[src/rtl/sync_fifo_arbiter.sv]
`default_nettype none
// ============================================================================
// Module   : sync_fifo_arbiter
// Brief    : Round-robin write arbiter with bounded bursts plus read sequencer
//            for a sync FIFO. Optional stall counter: FIFO_ARB_STALL_CNT_EN.
// Revision : 1.0  initial release
// ============================================================================
module sync_fifo_arbiter #(
    parameter int NUM_REQ   = 4,
    parameter int DW        = 6,
    parameter int MAX_BURST = 4,
    parameter int RD_LAT    = 1
) (
    input  logic                  clk,
    input  logic                  rst,
    input  logic [NUM_REQ-1:0]    req,
    input  logic [NUM_REQ*DW-1:0] req_data,
    output logic [NUM_REQ-1:0]    grant,
    output logic                  fifo_wr_en,
    output logic [DW-1:0]         fifo_dat_in,
    input  logic                  fifo_full,
    input  logic                  fifo_empty,
    output logic                  fifo_rd_en,
    input  logic [DW-1:0]         fifo_dat_out,
    input  logic                  cons_ready,
    output logic                  out_valid,
    output logic [DW-1:0]         out_data,
    output logic [7:0]            stall_cnt
);

    localparam int         c_PW       = (NUM_REQ > 1) ? $clog2(NUM_REQ) : 1;
    localparam logic [0:0] c_ST_IDLE  = 1'b0;
    localparam logic [0:0] c_ST_BURST = 1'b1;

    logic [0:0]      state_q, state_d;
    logic [c_PW-1:0] owner_q, owner_d;
    logic [c_PW-1:0] rr_ptr_q, rr_ptr_d;
    logic [3:0]      burst_cnt_q, burst_cnt_d;
    logic [RD_LAT-1:0] rd_pipe_q, rd_pipe_d;

    logic [c_PW-1:0] w_owner_inc;
    logic [c_PW-1:0] w_base;
    logic [c_PW-1:0] w_win_idx;
    logic            w_win_found;
    logic            w_keep;
    logic [c_PW-1:0] w_grant_idx;
    logic            w_grant_vld;

    assign w_owner_inc = (owner_q == c_PW'(NUM_REQ - 1)) ? '0 : owner_q + c_PW'(1);
    assign w_keep      = (state_q == c_ST_BURST) && req[owner_q] &&
                         (burst_cnt_q < 4'(MAX_BURST));

    // Searching from owner+1 puts the owner last, so it only wins again
    // when no other requester is asserted.
    always_comb begin
        w_base      = (state_q == c_ST_BURST) ? w_owner_inc : rr_ptr_q;
        w_win_found = 1'b0;
        w_win_idx   = '0;
        for (int k = NUM_REQ - 1; k >= 0; k--) begin
            if (req[(int'(w_base) + k) % NUM_REQ]) begin
                w_win_found = 1'b1;
                w_win_idx   = c_PW'((int'(w_base) + k) % NUM_REQ);
            end
        end
    end

    always_ff @(posedge clk or posedge rst) begin
        if (rst) begin
            state_q     <= c_ST_IDLE;
            owner_q     <= '0;
            rr_ptr_q    <= '0;
            burst_cnt_q <= '0;
        end else begin
            state_q     <= state_d;
            owner_q     <= owner_d;
            rr_ptr_q    <= rr_ptr_d;
            burst_cnt_q <= burst_cnt_d;
        end
    end

    always_comb begin
        state_d     = state_q;
        owner_d     = owner_q;
        rr_ptr_d    = rr_ptr_q;
        burst_cnt_d = burst_cnt_q;
        if (fifo_full) begin
            // Stall freezes the burst; only an owner release is honoured.
            if (state_q == c_ST_BURST && !req[owner_q]) begin
                state_d     = c_ST_IDLE;
                rr_ptr_d    = w_owner_inc;
                burst_cnt_d = '0;
            end
        end else if (w_keep) begin
            burst_cnt_d = burst_cnt_q + 4'd1;
        end else begin
            if (state_q == c_ST_BURST) begin
                rr_ptr_d = w_owner_inc;
            end
            if (w_win_found) begin
                state_d     = c_ST_BURST;
                owner_d     = w_win_idx;
                burst_cnt_d = 4'd1;
            end else begin
                state_d     = c_ST_IDLE;
                burst_cnt_d = '0;
            end
        end
    end

    always_comb begin
        w_grant_idx = w_keep ? owner_q : w_win_idx;
        w_grant_vld = (w_keep | w_win_found) & ~fifo_full & ~rst;
        grant       = '0;
        fifo_dat_in = '0;
        if (w_grant_vld) begin
            grant[w_grant_idx] = 1'b1;
            fifo_dat_in        = req_data[int'(w_grant_idx)*DW +: DW];
        end
        fifo_wr_en = w_grant_vld;
    end

    assign fifo_rd_en = cons_ready & ~fifo_empty & ~rst;

    generate
        if (RD_LAT == 1) begin : g_rd_lat1
            always_comb begin
                rd_pipe_d = fifo_rd_en;
            end
        end else begin : g_rd_latn
            always_comb begin
                rd_pipe_d = {rd_pipe_q[RD_LAT-2:0], fifo_rd_en};
            end
        end
    endgenerate

    always_ff @(posedge clk or posedge rst) begin
        if (rst) begin
            rd_pipe_q <= '0;
        end else begin
            rd_pipe_q <= rd_pipe_d;
        end
    end

    assign out_valid = rd_pipe_q[RD_LAT-1];
    assign out_data  = out_valid ? fifo_dat_out : '0;

`ifdef FIFO_ARB_STALL_CNT_EN
    logic [7:0] stall_cnt_q, stall_cnt_d;

    always_comb begin
        stall_cnt_d = stall_cnt_q;
        if ((|req) && fifo_full && (stall_cnt_q != 8'hFF)) begin
            stall_cnt_d = stall_cnt_q + 8'd1;
        end
    end

    always_ff @(posedge clk or posedge rst) begin
        if (rst) begin
            stall_cnt_q <= 8'h00;
        end else begin
            stall_cnt_q <= stall_cnt_d;
        end
    end

    assign stall_cnt = stall_cnt_q;
`else
    assign stall_cnt = 8'h00;
`endif

endmodule
`default_nettype wire

[config.mk]
export PLATFORM = sky130hd
export DESIGN_NAME = sync_fifo_arbiter
export DESIGN_NICKNAME = d
export VERILOG_FILES = /design/src/rtl/sync_fifo_arbiter.sv
export SDC_FILE = /design/constraint.sdc
export NUM_CORES = 1
export LEC_CHECK = 0
export BUFFER_PORTS_ARGS = -buffer_cell sky130_fd_sc_hd__buf_2
export CAP_MARGIN = 40
export CORE_MARGIN = 2
export CORE_UTILIZATION = 42
export DETAILED_ROUTE_END_ITERATION = 10
export HOLD_SLACK_MARGIN = 0.08
export PLACE_DENSITY = 0.79
export RECOVER_POWER = 50
export SYNTH_ARGS = -nofsm -noshare
export SYNTH_HDL_FRONTEND = slang
export SYNTH_SLANG_ARGS = --single-unit
[constraint.sdc]
create_clock -name clk -period 2.1 [get_ports clk]
set_clock_uncertainty 0.2 [all_clocks]
set_input_delay 0.105 -clock clk [delete_from_list [all_inputs] [get_ports clk]]
set_output_delay 0.105 -clock clk [all_outputs]
set_load 0.02 [all_outputs]
==> summary.txt <==
Timing
  • Hold WS: 0.0941 ns
  • Final setup fails: 11
  • Unrepaired setup endpoints after global routing: yes
  • Setup TNS: -5.42 ns
  • Setup ws final: -0.600 ns
  • Fin crit share: 129%
  • Fmax: 370 MHz
  • Final Hold Fails: 0
  • Max-slew violation count: 0
  • Tmin final: 2.70 ns

Global routing
  • Initial antenna violation count: 0
  • Overflow after GRT: 0
  • Largest net degree at the start of global routing: 16
  • First-pass GRT wire length: 6.22 mm
  • GRT Total Usage: 22.3%
  • Vias in the first global route: ~1400

Final layout
  • NumNets Final: 272
  • Layout cell share with drive strength beyond 1: about half
  • Commonest non-fill, non-tap cell in the layout: buf_2
  • Commonest non-fill, non-tap cells in the layout: buf_2, buf_4, o21ai_0, a32oi_1, dfrtp_1
  • Final Instance Area: 0.00191 mm^2
  • Fin cells: 273
  • Ant diodes: 0
  • Filler Cell Count: 276
  • Syn-to-layout area delta: 44.0%

Setup path
  • Worst r2r path cells: 7
  • Startpoint of the worst register-to-register path: owner_q[0]
  • CP max stage cell: a2111o_1
  • Worst endpoint required time: 1.79 ns
  • Crit-path cells: buf_4 -> or3b_4 -> and3_4 -> a2111o_1 -> nand4_1 -> o211ai_1 -> buf_2
  • Crit. End Element: output pin
  • R2R Path End: owner_q[0]
  • CP Max Fanout: 7
  • Worst Path Arrival: approximately 2.4 ns
  • Worst setup SP type: flop
  • Flop-to-flop setup slack: -0.20 ns
  • WS Path Type: flop to output pin
  • Slowest cell delay on critical path: between 0.5 and 0.6 ns

Clocking
  • CTS buffer count: 3
  • Worst-Skew Late Latency: ~0.26 ns
  • CTS tree: built
  • Worst-case clock buffer depth: 2
  • H-tree Lvls: 1
  • Clock transition at the registers of the reported paths: 0.06 ns
  • Root buf cell: clkbuf_4
  • Clock Sinks: 10

Route
  • M1 WL: 1.64 mm
  • ANT nets after route: 0
  • DRT iter0 DRCs: 65
  • Wire length on met2: a little over 2 mm
  • Detailed-route wire length: approximately 4 mm
  • Drt drc: 0
  • WL met3: 242 um
  • Drt pass-1 iters: 4
  • DR vias/cell: roughly 5.6
  • Vias after detailed routing: 1527
  • DR top layer: met4
  • DR WL/cell: roughly 15 um

Min path
  • Hold_sp: fifo_full
  • Hold EP: burst_cnt_q[2]
  • Hold Crit Class: input pin to flop
  • WHS Path Cells: 3

Yosys
  • Cell variety after synth: 51
  • Seq/Total Area, Yosys: 18.8%
  • FFs w/ async S/R, synth: 100%
  • Number of synthesized flops with an enable pin: 0
  • Cells after Synth: roughly 160
  • Syn avg cell area: 8.52 um^2
  • Post-Syn Area: 0.00133 mm^2
  • #FFs+latches synth: 10
  • Yosys warns: 0
  • Most used flip-flop cell after synthesis: dfrtp_1

Power and ir drop
  • Maximum VDD drop: 0.658 mV
  • Static Leak: 0.856 nW
  • Power density over cell area: 1240 mW/mm^2

Placement
  • HPWL Detailed: 2.94 mm
  • Placed cells: 263
  • Pre-CTS setup slack: -0.376 ns
  • DP Area: 0.00172 mm^2
  • IO buf count: 57
  • Placer congestion estimate: 0.925

Floorplan
  • Starting Density: 43.9%
  • Die area: roughly 0.0036 mm^2
  • Core Area: 0.00303 mm^2
  • Ports: 66
  • Row cnt: 20
  • Die Wd: around 60 um
  • Vert. Die Dim: 60.2 um

Job
  • MaxCap Viol Count: 0

Status
  • Failing checks: negative setup slack
  • Status: complete, but fails checks
-- report_power, final --
part           switching [mW]  total [mW]  internal (mW)
logic                    1.00        1.92          0.923
registers              0.0617       0.322          0.260
clock network          0.0628       0.129         0.0661
total                    1.13        2.37           1.25
-- Yosys cell counts (2+ instances only) --
library cell | number | share of area (%)
nand4_1 | 6 | 2.8
inv_1 | 4 | 1.1
buf_6 | 3 | 2.5
a22o_1 | 2 | 1.3
nor2_1 | 3 | 0.85
o211ai_1 | 7 | 4.0
a211oi_1 | 3 | 1.7
dfrtp_1 | 10 | 19
nand2_1 | 6 | 1.7
nand3_1 | 9 | 3.4
ha_1 | 2 | 1.9
o31ai_1 | 3 | 1.7
and2_1 | 8 | 3.8
a32oi_1 | 12 | 7.9
nor3b_1 | 2 | 1.1
buf_4 | 11 | 6.2
clkbuf_1 | 2 | 0.57
mux2i_1 | 7 | 5.3
or2b_2 | 2 | 1.3
o21ai_0 | 13 | 4.9
mux2_2 | 3 | 2.5
a21oi_1 | 6 | 2.3
clkbuf_8 | 4 | 4.1
-- per-stage QoR --
step / util [%] / total power, mW
after global routing: 63.2 / 2.53
after global placement: 56.9 / 1.92
final: 63.2 / 2.37
after CTS: 61.0 / 2.19
after detailed placement: 56.9 / 1.94
after floorplan: - / 1.50
-- routing by layer --
metal  vias up  global-route usage [%]
li1        747                       -
met1       706                    28.2
met2        68                    38.5
met3         6                    4.33
met4         0                    5.71
met5         -                       0
-- logic make-up (layout without fill, tap and decap cells) --
kind of cell               count (synthesis)  in the layout  synth area share [%]
muxes                                     11             11                  9.51
other                                      1              8                 0.282
buffers and inverters                     26             92                  15.8
and+or+nand+nor                           46             46                  20.5
AOI/OAI and AO/OA                         60             60                  33.1
adders and majority gates                  2              2                  1.88
DFF                                       10             10                  18.8
-- sequential cells by signal, summed over array words and instances, names as in the netlist --
signal and count:
burst_cnt_q 4, rr_ptr_q 2, owner_q 2, out_valid 1, state_q 1
-- layout make-up --
cell class	count	area [um^2]	area share (%)
multi-input cells	127	1030	54.0
inverters	4	15.0	0.785
flip-flops and latches	10	251	13.1
repair buffers	85	536	28.0
clock buffers	3	22.5	1.18
well taps	44	55.1	2.88
-- worst max-delay path by stage --
stage,from,to
finish,owner_q[0],fifo_dat_in[0]
global route,owner_q[0],fifo_dat_in[0]
CTS,owner_q[0],fifo_dat_in[3]
detailed placement,owner_q[0],fifo_dat_in[3]
global placement,owner_q[0],fifo_dat_in[3]
floorplan,owner_q[1],fifo_dat_in[1]
-- repair_timing --
action	in CTS	in global routing
endpoints found under the hold margin	14	0
pin swaps	17	5
setup endpoints to repair	12	12
gates resized for setup	15	11
hold buffers	4	0
setup buffers	2	1
-- worst max-delay path: cells and delay by family (launching register included) --
kind | cells | cell delay (ns)
simple gates | 3 | 0.78
compound gates | 2 | 0.61
flops | 1 | 0.44
buf+inv | 2 | 0.32
Power figures use the tool's default switching activity.
